File: config.mk
export PLATFORM = sky130hd
export DESIGN_NAME = vga_sync_gen
export DESIGN_NICKNAME = d
export VERILOG_FILES = /design/src/rtl/vga_pkg.sv /design/src/rtl/vga_axis_counter.sv /design/src/rtl/vga_sync_gen.sv
export SDC_FILE = /design/constraint.sdc
export NUM_CORES = 1
export LEC_CHECK = 0
export BUFFER_PORTS_ARGS = -buffer_cell sky130_fd_sc_hd__buf_2
export CAP_MARGIN = 10
export CORE_MARGIN = 2
export CORE_UTILIZATION = 40
export CTS_CLUSTER_SIZE = 30
export DETAILED_ROUTE_END_ITERATION = 10
export SKIP_LAST_GASP = 1
export SYNTH_ARGS = -nofsm -noshare
export SYNTH_HDL_FRONTEND = slang
export SYNTH_HIERARCHICAL = 1
export SYNTH_SLANG_ARGS = --single-unit
File: constraint.sdc
create_clock -name clk -period 5.3 [get_ports clk]
set_input_delay 1.06 -clock clk [delete_from_list [all_inputs] [get_ports clk]]
set_output_delay 1.06 -clock clk [all_outputs]
set_load 0.01 [all_outputs]
File: src/rtl/vga_pkg.sv
// Shared timing constants and types for the VGA raster path (640x480@60 defaults).
package vga_pkg;

  localparam int DEF_H_VISIBLE = 640;
  localparam int DEF_H_FRONT   = 16;
  localparam int DEF_H_SYNC    = 96;
  localparam int DEF_H_BACK    = 48;
  localparam int DEF_V_VISIBLE = 480;
  localparam int DEF_V_FRONT   = 10;
  localparam int DEF_V_SYNC    = 2;
  localparam int DEF_V_BACK    = 33;

  localparam int H_TOTAL = DEF_H_VISIBLE + DEF_H_FRONT + DEF_H_SYNC + DEF_H_BACK;
  localparam int V_TOTAL = DEF_V_VISIBLE + DEF_V_FRONT + DEF_V_SYNC + DEF_V_BACK;

  localparam int CNT_W       = 11;
  localparam int COLOR_DEPTH = 8;

  typedef enum logic [1:0] {PH_VIS, PH_FRONT, PH_SYNC, PH_BACK} phase_e;

endpackage

File: src/rtl/vga_axis_counter.sv
// One raster axis: position counter plus VIS/FRONT/SYNC/BACK phase tracker.
module vga_axis_counter
  import vga_pkg::*;
#(
  parameter int VISIBLE = DEF_H_VISIBLE,
  parameter int FRONT   = DEF_H_FRONT,
  parameter int SYNC    = DEF_H_SYNC,
  parameter int BACK    = DEF_H_BACK
) (
  input  logic             clk,
  input  logic             rst,
  input  logic             tick,
  output logic [CNT_W-1:0] count,
  output phase_e           phase,
  output logic             wrap,
  output logic             sync_n,
  output logic             active
);

  localparam int TOTAL = VISIBLE + FRONT + SYNC + BACK;

  // Last count of each phase; the phase advances as the counter leaves it.
  localparam logic [CNT_W-1:0] LAST_VIS   = CNT_W'(VISIBLE - 1);
  localparam logic [CNT_W-1:0] LAST_FRONT = CNT_W'(VISIBLE + FRONT - 1);
  localparam logic [CNT_W-1:0] LAST_SYNC  = CNT_W'(VISIBLE + FRONT + SYNC - 1);
  localparam logic [CNT_W-1:0] LAST       = CNT_W'(TOTAL - 1);

  logic [CNT_W-1:0] count_q, count_d;
  phase_e           phase_q, phase_d;

  always_ff @(posedge clk) begin
    if (rst) begin
      count_q <= '0;
      phase_q <= PH_VIS;
    end else begin
      count_q <= count_d;
      phase_q <= phase_d;
    end
  end

  always_comb begin
    count_d = count_q;
    phase_d = phase_q;
    wrap    = 1'b0;
    if (tick) begin
      if (count_q == LAST) begin
        count_d = '0;
        wrap    = 1'b1;
      end else begin
        count_d = count_q + CNT_W'(1);
      end
      case (phase_q)
        PH_VIS:   if (count_q == LAST_VIS)   phase_d = PH_FRONT;
        PH_FRONT: if (count_q == LAST_FRONT) phase_d = PH_SYNC;
        PH_SYNC:  if (count_q == LAST_SYNC)  phase_d = PH_BACK;
        PH_BACK:  if (count_q == LAST)       phase_d = PH_VIS;
        default:  phase_d = PH_VIS;
      endcase
    end
  end

  assign count  = count_q;
  assign phase  = phase_q;
  assign active = (phase_q == PH_VIS);
  assign sync_n = (phase_q != PH_SYNC);

endmodule

File: src/rtl/vga_sync_gen.sv
// Raster timing generator: registered, mutually aligned position, active-video,
// sync and frame_start outputs, advanced one pixel per pix_en strobe.
module vga_sync_gen
  import vga_pkg::*;
#(
  parameter int H_VISIBLE = DEF_H_VISIBLE,
  parameter int H_FRONT   = DEF_H_FRONT,
  parameter int H_SYNC    = DEF_H_SYNC,
  parameter int H_BACK    = DEF_H_BACK,
  parameter int V_VISIBLE = DEF_V_VISIBLE,
  parameter int V_FRONT   = DEF_V_FRONT,
  parameter int V_SYNC    = DEF_V_SYNC,
  parameter int V_BACK    = DEF_V_BACK
) (
  input  logic             clk,
  input  logic             rst,
  input  logic             pix_en,
  output logic [CNT_W-1:0] row,
  output logic [CNT_W-1:0] col,
  output logic             output_valid,
  output logic             hsync,
  output logic             vsync,
  output logic             frame_start
);

  logic [CNT_W-1:0] h_count, v_count;
  phase_e           h_phase, v_phase;
  logic             h_wrap, v_wrap, h_sync_n, v_sync_n, h_active, v_active;
  logic             unused_axis;

  vga_axis_counter #(
    .VISIBLE(H_VISIBLE), .FRONT(H_FRONT), .SYNC(H_SYNC), .BACK(H_BACK)
  ) u_h_axis (
    .clk(clk), .rst(rst), .tick(pix_en),
    .count(h_count), .phase(h_phase), .wrap(h_wrap),
    .sync_n(h_sync_n), .active(h_active)
  );

  vga_axis_counter #(
    .VISIBLE(V_VISIBLE), .FRONT(V_FRONT), .SYNC(V_SYNC), .BACK(V_BACK)
  ) u_v_axis (
    .clk(clk), .rst(rst), .tick(pix_en & h_wrap),
    .count(v_count), .phase(v_phase), .wrap(v_wrap),
    .sync_n(v_sync_n), .active(v_active)
  );

  // Phases are already folded into active/sync_n; the frame wrap is implied by (0,0).
  assign unused_axis = ^{h_phase, v_phase, v_wrap};

  logic [CNT_W-1:0] row_q, row_d, col_q, col_d;
  logic             valid_q, valid_d, hsync_q, hsync_d, vsync_q, vsync_d, fs_q, fs_d;

  always_comb begin
    row_d   = row_q;
    col_d   = col_q;
    valid_d = valid_q;
    hsync_d = hsync_q;
    vsync_d = vsync_q;
    fs_d    = 1'b0;
    if (pix_en) begin
      row_d   = v_count;
      col_d   = h_count;
      valid_d = h_active & v_active;
      hsync_d = h_sync_n;
      vsync_d = v_sync_n;
      fs_d    = (h_count == '0) && (v_count == '0);
    end
  end

  always_ff @(posedge clk) begin
    if (rst) begin
      row_q   <= '0;
      col_q   <= '0;
      valid_q <= 1'b0;
      hsync_q <= 1'b1;
      vsync_q <= 1'b1;
      fs_q    <= 1'b0;
    end else begin
      row_q   <= row_d;
      col_q   <= col_d;
      valid_q <= valid_d;
      hsync_q <= hsync_d;
      vsync_q <= vsync_d;
      fs_q    <= fs_d;
    end
  end

  assign row          = row_q;
  assign col          = col_q;
  assign output_valid = valid_q;
  assign hsync        = hsync_q;
  assign vsync        = vsync_q;
  assign frame_start  = fs_q;

endmodule

==> summary.md, run 1 <==
| Metric | Value |
|---|---|
| Final hold vios | `0` |
| Crit start category | `primary input` |
| Rows | `28` |
| Drt wl/cell | `13.41 um` |
| Share of layout cells above drive strength 1 | `0.1557` |
| Synth Area per Inst | `9.575 um^2` |
| CTS sink count | `52` |
| Worst vdd ir | `0.0001097 V` |
| I/O pins | `29` |
| Fraction of registers with async set/reset | `0` |
| PnR Total Power | `0.7183 mW` |
| Most used cell, CP | `or4_4` |
| Top cell type by total area after synthesis | `dfxtp_1` |
| Most common cell after layout, fill and taps aside | `dfxtp_1` |
| N_diodes | `0` |
| Fmax | `0.3058 GHz` |
| Outcome | `finished, final reports clean` |
| Top cells by area, synth | `dfxtp_1, mux2i_1, nor2_1, ha_1, xor2_1` |
| # setup viols final | `0` |
| Crit end category | `flop` |
| Total number of vias | `1847` |
| CP Class | `primary input to flop` |
| Initial antenna violation count | `0` |
| Area of the multi-input gates | `0.001359 mm^2` |
| Die area | `0.006921 mm^2` |
| Grt ovf | `0` |
| P&R area growth vs syn | `11.92%` |
| Post-Syn Area | `0.002509 mm^2` |
| Total routed wirelength | `4883 um` |
| Worst path required time | `5.54 ns` |
| CP max FO | `8` |
| Synth Flop Type | `dfxtp_1` |
| Max Slew Vio Count | `0` |
| Synth Register Bits | `52` |
| Max cap viols | `0` |
| Setup TNS | `0 ns` |
| # resized after CTS | `0` |
| Hold slack | `0.4942 ns` |
| PD cells | `255.8 mW/mm^2` |
| Final period util | `0.6170` |
| Global-route wire length before repair | `8452 um` |
| Crit path time final | `3.270 ns` |
| Sequential element share of the synthesized area | `0.4150` |
| CP delay by family, top | `simple AND/OR/NAND/NOR gates` |
| Post-DP HPWL | `3345 um` |
| Slew HR | `0.5498` |
| Placer congestion estimate | `0.8494` |
| CTS root buf | `clkbuf_8` |
| Mapped Cells | `262` |
| Slew at the pin with the worst max-slew slack | `0.6753 ns` |
| Port bufs | `28` |
| Die width | `83.20 um` |
| Storage cell area | `0.001041 mm^2` |
| Worst path buffer plus inverter count | `2` |
| Clk_skew | `0.008710 ns` |
| CTS tree | `done` |
| Fillers | `597` |
| Core Footprint | `0.005991 mm^2` |
| Worst-Skew Late Latency | `0.30 ns` |
| Commonest non-fill, non-tap cells in the layout | `dfxtp_1, nor2_1, mux2i_1, buf_2, nand2_1` |
| Pin count of the biggest net entering global routing | `39` |
| Slowest stage delay, CP | `0.59 ns` |
| Die Y | `83.20 um` |
| Critical Path Slowest Stage Cell | `or4_4` |
| Syn_nets | `277` |
| Cell variety after synth | `42` |
| YS warnings | `6` |
| Worst path arrival time | `3.51 ns` |
| 1st-pass router iterations | `4` |
| P_leak | `1.159 nW` |
| CTS buffer count | `5` |
| GRT Overall Usage | `0.1480` |
| H-tree level count | `2` |
| Crit path cell chain | `buf_2 -> nand4_4 -> or4_4 -> inv_1 -> and2_1 -> nand2_1 -> or4_4 -> a2111oi_4 -> mux2i_1` |
| DRC Markers | `0` |
| EDFF count, synth | `0` |
| Post-synth top area share | `0.4150` |
| Starting density of the core | `0.4188` |
| Antenna Nets Post-Route | `0` |
| RSZ-0062 raised after global routing | `false` |
| Maximum buffer depth of the clock tree | `2` |
| Vias per inst | `5.074` |
| Final core utilization | `0.4687` |
| Clock-pin slew on the worst setup and hold paths | `0.10 ns` |
| DR iter-0 viols | `96` |
| CTS Hold Buffers Added | `0` |
| Min-delay worst type | `flop to flop` |
| NumNets Final | `303` |
| Vias in the first global route | `1726` |
| Setup bufs post-CTS | `0` |
## synth_stat cells (all sizes together) (2+ instances only)
cell type and count:
and3 4, nor4 7, nand3b 2, xnor2 8, clkbuf 4, a211o 2
o41a 2, nand3 4, a21oi 3, buf 6, nand2b 7, inv 12
and2b 2, nand4bb 2, or4 2, nor3 3, o21bai 2, or2 2
xor2 11, or3b 2, nor2 48, ha 12, and2 2, mux2i 28
or2b 2, nand2 14, dfxtp 52, nand4 7
## sequential cells by signal (all words and copies together) (netlist names)
register,flops
col,11
frame_start,1
vsync,1
u_h_axis/phase,2
output_valid,1
hsync,1
u_v_axis/count,11
u_h_axis/count,11
row,11
u_v_axis/phase,2
## layout make-up
| class | count | share of cell area |
|---|---|---|
| multi-input cells | 188 | 0.4840 |
| flip-flops and latches | 52 | 0.3708 |
| repair buffers | 29 | 0.05258 |
| well taps | 75 | 0.03342 |
| clock buffers | 6 | 0.02941 |
| inverters | 12 | 0.01604 |
| clock inverters | 2 | 0.01381 |
## path summary, 6_finish.rpt
kind	start	end	slack (ns)	cells past startpoint
setup / recovery	pix_en	u_v_axis/phase[1]$_SDFFE_PP0P_	2.03	9
hold reg to reg	output_valid$_SDFFE_PP0P_	output_valid$_SDFFE_PP0P_	0.49	2
hold / removal	output_valid$_SDFFE_PP0P_	output_valid$_SDFFE_PP0P_	0.49	2
setup reg to reg	u_h_axis/count[0]$_SDFFE_PP0P_	u_v_axis/phase[1]$_SDFFE_PP0P_	2.12	9
## report_power, final
| group | internal [mW] | total (mW) | leakage (nW) | switching, mW |
|---|---|---|---|---|
| logic | 0.0137 | 0.0333 | 0.678 | 0.0195 |
| registers | 0.395 | 0.398 | 0.420 | 0.00344 |
| clock network | 0.155 | 0.287 | 0.0614 | 0.132 |
## per-layer routing
| layer | GRT usage | vias to the layer above | share of wire |
|---|---|---|---|
| li1 | - | 954 | - |
| met1 | 0.2137 | 851 | 0.51 |
| met2 | 0.2192 | 38 | 0.43 |
| met3 | 0.03678 | 4 | 0.045 |
| met4 | 0.04024 | 0 | 0.0098 |
| met5 | 0 | - | 0 |
## cells by family (layout without fill, tap and decap cells)
kind of cell    count (synthesis)  count (layout)  share of synthesized area
compound gates                 14              14                    0.05237
buf+inv                        22              49                    0.04339
flops                          52              52                     0.4150
mux                            28              28                     0.1117
simple gates                  115             115                     0.2514
xor+xnor                       19              19                    0.06633
fa+ha+maj                      12              12                    0.05985
## per-stage QoR
step	std cells	worst slack [ns]	instance area, um^2
after CTS	364	2.033	2808
after global placement	356	1.768	2686
final	364	2.030	2808
after detailed placement	356	1.709	2686
after floorplan	262	1.900	2509
after global routing	364	1.890	2808
## tightest hold or removal path, stage by stage (launching register included)
cell and delay (ns):
dfxtp_1 0.33, nand2b_1 0.07, a21oi_1 0.05
No activity file was read; power rests on OpenSTA's default activity.
==> run 2: changes to the inputs <==
clock period = 3.35 ns   (was 5.3 ns; I/O delays follow)
==> run 2 against run 1 <==
Effect of this change:
- final cell count is 0.27% higher
- non-clock buffer count grew 1
- hold slack got worse by 0.0046 ns
- power is 59% higher
- worst setup slack got worse by 1.7 ns
- sequential power grew 58%
- wire length rose by 3.9%
- critical endpoint unchanged
- critical path type is now flop to flop
- largest power group unchanged
- clock skew is 0.0023 ns lower
- global-route usage up 0.57 points
- die area is the same
==> summary.md, run 2 (synthesis gave the netlist of run 1 again) <==
| Metric | Value |
|---|---|
| GRT Overall Usage | `0.1537 (was 0.1480)` |
| Net switching fraction of the power | `0.2189 (was 0.2164)` |
| Fillers | `573 (was 597)` |
| Starting density of the core | `0.4188 (unchanged)` |
| Rows | `28 (unchanged)` |
| Global-route wire length before repair | `8659 um (was 8452 um)` |
| Most used cell, CP | `or4_4 (unchanged)` |
| I/O pins | `29 (unchanged)` |
| N_diodes | `0 (unchanged)` |
| Port bufs | `28 (unchanged)` |
| CP Class | `flop to flop (was primary input to flop)` |
| Final setup margin | `0.3748 ns (was 2.030 ns)` |
| Total routed wirelength | `5071 um (was 4883 um)` |
| Slew at the pin with the worst max-slew slack | `0.6836 ns (was 0.6753 ns)` |
| PD cells | `405.0 mW/mm^2 (was 255.8 mW/mm^2)` |
| Worst path buffer plus inverter count | `1 (was 2)` |
| DRC Markers | `0 (unchanged)` |
| Placer congestion estimate | `0.8424 (was 0.8494)` |
| Core Footprint | `0.005991 mm^2 (unchanged)` |
| CP max FO | `6 (was 8)` |
| CTS root buf | `clkbuf_8 (unchanged)` |
| Post-DP HPWL | `3397 um (was 3345 um)` |
| Worst-Skew Late Latency | `0.31 ns (was 0.30 ns)` |
| Crit path time final | `2.975 ns` |
| Clk pwr share | `0.401 (was 0.400)` |
| Crit start category | `flop (was primary input)` |
| 1st-pass router iterations | `4 (unchanged)` |
| Slowest stage delay, CP | `0.59 ns (about the same)` |
| Grt ovf | `0 (unchanged)` |
| Total number of vias | `1857 (was 1847)` |
| NumNets Final | `304 (was 303)` |
| Final period util | `0.8881` |
| Setup TNS | `0 ns (unchanged)` |
| Vias per inst | `5.088 (was 5.074)` |
| Vias in the first global route | `1762 (was 1726)` |
| RSZ-0062 raised after global routing | `false (unchanged)` |
| Final hold vios | `0 (unchanged)` |
| Antenna Nets Post-Route | `0 (unchanged)` |
| Placement Setup Slack | `0.3597 ns (was 1.709 ns)` |
| Hold slack | `0.4896 ns (was 0.4942 ns)` |
| CTS buffer count | `5 (unchanged)` |
| DR iter-0 viols | `187 (was 96)` |
| CTS sink count | `52 (unchanged)` |
| Min-delay worst type | `flop to flop (unchanged)` |
| Crit end category | `flop (unchanged)` |
| Most common cell after layout, fill and taps aside | `dfxtp_1 (unchanged)` |
| Clk_skew | `0.006381 ns (was 0.008710 ns)` |
| Logic pwr share | `0.046 (about the same)` |
| Outcome | `finished, final reports clean (unchanged)` |
| Crit path cell chain | `ha_1 -> nand4_4 -> or4_4 -> inv_1 -> and2_1 -> nand2_1 -> or4_4 -> a2111oi_4 -> mux2i_1 (was buf_2 -> nand4_4 -> or4_4 -> inv_1 -> and2_1 -> nand2_1 -> or4_4 -> a2111oi_4 -> mux2i_1)` |
| Drt wl/cell | `13.89 um (was 13.41 um)` |
| Max cap viols | `0 (unchanged)` |
| Max Slew Vio Count | `0 (unchanged)` |
| Die width | `83.20 um (unchanged)` |
| Maximum buffer depth of the clock tree | `2 (unchanged)` |
| Worst vdd ir | `0.0002633 V (was 0.0001097 V)` |
| Worst path required time | `3.60 ns (was 5.54 ns)` |
| Internal power | `0.8906 mW (was 0.5629 mW)` |
| CTS Hold Buffers Added | `0 (unchanged)` |
| Fmax | `0.3361 GHz` |
| H-tree level count | `2 (unchanged)` |
| Setup bufs post-CTS | `0 (unchanged)` |
| Psw | `0.2496 mW (was 0.1554 mW)` |
| Commonest non-fill, non-tap cells in the layout | `dfxtp_1, nor2_1, mux2i_1, buf_2, nand2_1 (unchanged)` |
| Seq pwr share | `0.552 (was 0.554)` |
| Initial antenna violation count | `0 (unchanged)` |
| Die area | `0.006921 mm^2 (unchanged)` |
| Final core utilization | `0.4699 (was 0.4687)` |
| Die Y | `83.20 um (unchanged)` |
| Share of layout cells above drive strength 1 | `0.1586 (was 0.1557)` |
| Worst path arrival time | `3.22 ns (was 3.51 ns)` |
| # setup viols final | `0 (unchanged)` |
| Pin count of the biggest net entering global routing | `39 (unchanged)` |
| # resized after CTS | `0 (unchanged)` |
| Slew HR | `0.5443 (was 0.5498)` |
| Critical Path Slowest Stage Cell | `or4_4 (unchanged)` |
| Clock-pin slew on the worst setup and hold paths | `0.09 ns (was 0.10 ns)` |
| CTS tree | `done (unchanged)` |
| CP delay by family, top | `simple AND/OR/NAND/NOR gates (unchanged)` |
| P_leak | `1.165 nW (was 1.159 nW)` |
| P&R area growth vs syn | `12.22% (was 11.92%)` |
==> run 2: changes by cell type in the layout (fill, tap and decap cells not counted) <==
cell,delta
buf_4,+1
==> run 2: power by group through the flow <==
stage,registers [mW],clock network (mW),logic (mW)
CTS,0.630,0.477,0.0541
global placement,0.644,0,0.0532
finish,0.630,0.457,0.0529
detailed placement,0.644,0,0.0539
floorplan,0.645,0,0.0397
global route,0.631,0.497,0.0593
==> run 2: metrics by stage <==
step / power (mW) / area, um^2 / cells
2_1_floorplan: 0.6851 / 2509 / 262
3_3_place_gp: 0.6971 / 2694 / 357
3_5_place_dp: 0.6983 / 2694 / 357
4_1_cts: 1.161 / 2815 / 365
5_1_grt: 1.187 / 2815 / 365
6_report: 1.140 / 2815 / 365
==> run 2: routing by layer <==
layer | vias up | GRT usage | share of wire
met3 | 6 | 0.03380 | 0.033
met5 | - | 0 | 0
li1 | 947 | - | -
met4 | 0 | 0.05812 | 0.015
met2 | 33 | 0.2265 | 0.42
met1 | 871 | 0.2185 | 0.54
==> run 2: path summary, 6_finish.rpt <==
check | startpoint | endpoint | slack, ns | cells past startpoint
max reg2reg | u_h_axis/count[0]$_SDFFE_PP0P_ | u_v_axis/phase[1]$_SDFFE_PP0P_ | 0.37 | 9
min reg2reg | output_valid$_SDFFE_PP0P_ | output_valid$_SDFFE_PP0P_ | 0.49 | 2
max | u_h_axis/count[0]$_SDFFE_PP0P_ | u_v_axis/phase[1]$_SDFFE_PP0P_ | 0.37 | 9
min | output_valid$_SDFFE_PP0P_ | output_valid$_SDFFE_PP0P_ | 0.49 | 2
==> run 2: layout make-up <==
cell class,instances,area [um^2],share of cell area
Timing Repair Buffer,30,155.1,0.05511
Clock inverter,2,38.79,0.01378
Inverter,12,45.04,0.01600
Multi-Input combinational cell,188,1359,0.4827
Tap cell,75,93.84,0.03333
Sequential cell,52,1041,0.3698
Clock buffer,6,82.58,0.02933
==> run 2: worst min-delay path, stage by stage, from the launching register on <==
cell and delay (ns):
dfxtp_1 0.33, nand2b_1 0.07, a21oi_1 0.05
==> run 3: changes to the inputs <==
PLACE_DENSITY = 0.63   (was not set)
==> run 3 against run 2 <==
Effect of this change:
- clock power decreased by 4.6%
- non-clock buffer count unchanged
- cell area decreased by 0.36%
- critical path type unchanged
==> summary.md, run 3 (synthesis gave the netlist of run 1 again) <==
| Metric | Value |
|---|---|
| Worst path arrival time | `3.20 ns (was 3.22 ns)` |
| Vias in the first global route | `1762 (unchanged)` |
| Setup bufs post-CTS | `0 (unchanged)` |
| Worst path buffer plus inverter count | `1 (unchanged)` |
| Total number of vias | `1850 (was 1857)` |
| Drt wl/cell | `13.26 um (was 13.89 um)` |
| Worst vdd ir | `0.0001975 V (was 0.0002633 V)` |
| NumNets Final | `304 (unchanged)` |
| CTS tree | `done (unchanged)` |
| Antenna Nets Post-Route | `0 (unchanged)` |
| Pin count of the biggest net entering global routing | `39 (unchanged)` |
| Net switching fraction of the power | `0.2202 (was 0.2189)` |
| Port bufs | `28 (unchanged)` |
| Initial antenna violation count | `0 (unchanged)` |
| CTS Hold Buffers Added | `0 (unchanged)` |
| Grt ovf | `0 (unchanged)` |
| Crit path cell chain | `ha_1 -> nand4_4 -> or4_4 -> inv_1 -> and2_1 -> nand2_1 -> or4_4 -> a2111oi_4 -> mux2i_1 (unchanged)` |
| Setup TNS | `0 ns (unchanged)` |
| P&R area growth vs syn | `11.82% (was 12.22%)` |
| Reg-to-Reg End | `u_v_axis/phase[1]$_SDFFE_PP0P_ (unchanged)` |
| Core Footprint | `0.005991 mm^2 (unchanged)` |
| Worst Reg-to-Reg Cells | `9 (unchanged)` |
| CTS sink count | `52 (unchanged)` |
| Total routed wirelength | `4841 um (was 5071 um)` |
| Clk pwr share | `0.389 (was 0.401)` |
| Worst-Skew Late Latency | `0.31 ns (about the same)` |
| # setup viols final | `0 (unchanged)` |
| Die width | `83.20 um (unchanged)` |
| Slew at the pin with the worst max-slew slack | `0.6624 ns (was 0.6836 ns)` |
| P_leak | `1.159 nW (was 1.165 nW)` |
| Slowest stage delay, CP | `0.58 ns (was 0.59 ns)` |
| DRC Markers | `0 (unchanged)` |
| CP max FO | `6 (unchanged)` |
| Maximum buffer depth of the clock tree | `2 (unchanged)` |
| CTS root buf | `clkbuf_8 (unchanged)` |
| CP delay by family, top | `simple AND/OR/NAND/NOR gates (unchanged)` |
| # resized after CTS | `0 (unchanged)` |
| Max cap viols | `0 (unchanged)` |
| DR iter-0 viols | `92 (was 187)` |
| FF-to-FF setup slack | `0.39 ns (was 0.37 ns)` |
| Die Y | `83.20 um (unchanged)` |
| CTS buffer count | `5 (unchanged)` |
| 1st-pass router iterations | `4 (unchanged)` |
| HP Start | `output_valid$_SDFFE_PP0P_ (unchanged)` |
| Most used cell, CP | `or4_4 (unchanged)` |
| Clk_skew | `0.009227 ns (was 0.006381 ns)` |
| Most common cell after layout, fill and taps aside | `dfxtp_1 (unchanged)` |
| Crit end category | `flop (unchanged)` |
| Crit path time final | `2.963 ns (was 2.975 ns)` |
| Max Slew Vio Count | `0 (unchanged)` |
| Commonest non-fill, non-tap cells in the layout | `dfxtp_1, nor2_1, mux2i_1, buf_2, nand2_1 (unchanged)` |
| Internal power | `0.8721 mW (was 0.8906 mW)` |
| Psw | `0.2463 mW (was 0.2496 mW)` |
| Fmax | `0.3375 GHz (was 0.3361 GHz)` |
| PD cells | `398.7 mW/mm^2 (was 405.0 mW/mm^2)` |
| Seq pwr share | `0.563 (was 0.552)` |
| RSZ-0062 raised after global routing | `false (unchanged)` |
| I/O pins | `29 (unchanged)` |
| Hold Crit Depth | `2 (unchanged)` |
| H-tree level count | `2 (unchanged)` |
| Hold Crit Endpoint | `output_valid$_SDFFE_PP0P_ (unchanged)` |
| Final core utilization | `0.4683 (was 0.4699)` |
| CP Class | `flop to flop (unchanged)` |
| Final period util | `0.8845 (was 0.8881)` |
| Vias per inst | `5.068 (was 5.088)` |
| N_diodes | `0 (unchanged)` |
| Min-delay worst type | `flop to flop (unchanged)` |
| Rows | `28 (unchanged)` |
| Critical Path Slowest Stage Cell | `or4_4 (unchanged)` |
| Post-DP HPWL | `3343 um (was 3397 um)` |
| Outcome | `finished, final reports clean (unchanged)` |
| RR Startpoint | `u_h_axis/count[0]$_SDFFE_PP0P_ (unchanged)` |
| Slew HR | `0.5584 (was 0.5443)` |
| Placer congestion estimate | `0.8582 (was 0.8424)` |
| Share of layout cells above drive strength 1 | `0.1552 (was 0.1586)` |
| Clock-pin slew on the worst setup and hold paths | `0.10 ns (was 0.09 ns)` |
| GRT Overall Usage | `0.1481 (was 0.1537)` |
| Die area | `0.006921 mm^2 (unchanged)` |
| Crit start category | `flop (unchanged)` |
| Final hold vios | `0 (unchanged)` |
| Global-route wire length before repair | `8452 um (was 8659 um)` |
| Starting density of the core | `0.4188 (unchanged)` |
| Worst path required time | `3.59 ns (was 3.60 ns)` |
| Logic pwr share | `0.048 (was 0.046)` |
[run 3: cell types whose count changed in the layout (fill, tap and decap cells not counted)]
cell      delta
clkbuf_1     +1
clkbuf_8     -1
clkinv_4     -1
inv_6        +1
[run 3: tightest hold or removal path, cell delays in order (launching register included)]
cell      delay, ns
dfxtp_1        0.32
nand2b_1       0.06
a21oi_1        0.05
[run 3: how the worst max path moves through the flow]
stage                                           endpoint  cells after the start                           start
after global placement    u_v_axis/phase[1]$_SDFFE_PP0P_                      9                          pix_en
after floorplan           u_v_axis/phase[0]$_SDFFE_PP0P_                     10  u_h_axis/count[0]$_SDFFE_PP0P_
after CTS                 u_v_axis/phase[0]$_SDFFE_PP0P_                      9  u_h_axis/count[0]$_SDFFE_PP0P_
final                     u_v_axis/phase[1]$_SDFFE_PP0P_                      9  u_h_axis/count[0]$_SDFFE_PP0P_
after detailed placement  u_v_axis/phase[0]$_SDFFE_PP0P_                      9                          pix_en
after global routing      u_v_axis/phase[1]$_SDFFE_PP0P_                      9  u_h_axis/count[0]$_SDFFE_PP0P_
[run 3: power groups by stage]
stage	clock (mW)	combinational [mW]	sequential (mW)
after detailed placement	0	0.0533	0.644
after global routing	0.469	0.0586	0.631
after global placement	0	0.0530	0.644
final	0.436	0.0533	0.630
after floorplan	0	0.0397	0.645
after CTS	0.448	0.0541	0.630
[run 3: cell type report]
type | count | area, um^2
clock buffers | 6 | 72.57
clock inverters | 2 | 38.79
fillers | 584 | 3186
inverters | 12 | 45.04
multi-input cells | 188 | 1359
flip-flops and latches | 52 | 1041
well taps | 75 | 93.84
repair buffers | 30 | 155.1
[run 3: through the flow]
stage | total power, mW | hold WS (ns) | cells | instance area (um^2) | setup WS [ns]
after global placement | 0.6970 | 0.4595 | 357 | 2694 | 0.3894
after detailed placement | 0.6976 | 0.4620 | 357 | 2694 | 0.3389
after CTS | 1.132 | 0.4816 | 365 | 2805 | 0.3663
final | 1.118 | 0.4731 | 365 | 2805 | 0.3869
after global routing | 1.159 | 0.5154 | 365 | 2805 | 0.1767
after floorplan | 0.6851 | 0.4807 | 262 | 2509 | 0.3228
[run 3: routing by layer]
| layer | up-vias | wire length, um | track usage |
|---|---|---|---|
| met5 | - | 0 | 0 |
| met4 | 0 | 103 | 0.07004 |
| li1 | 951 | - | - |
| met3 | 9 | 203 | 0.03877 |
| met1 | 846 | 2556 | 0.2045 |
| met2 | 44 | 1978 | 0.2141 |
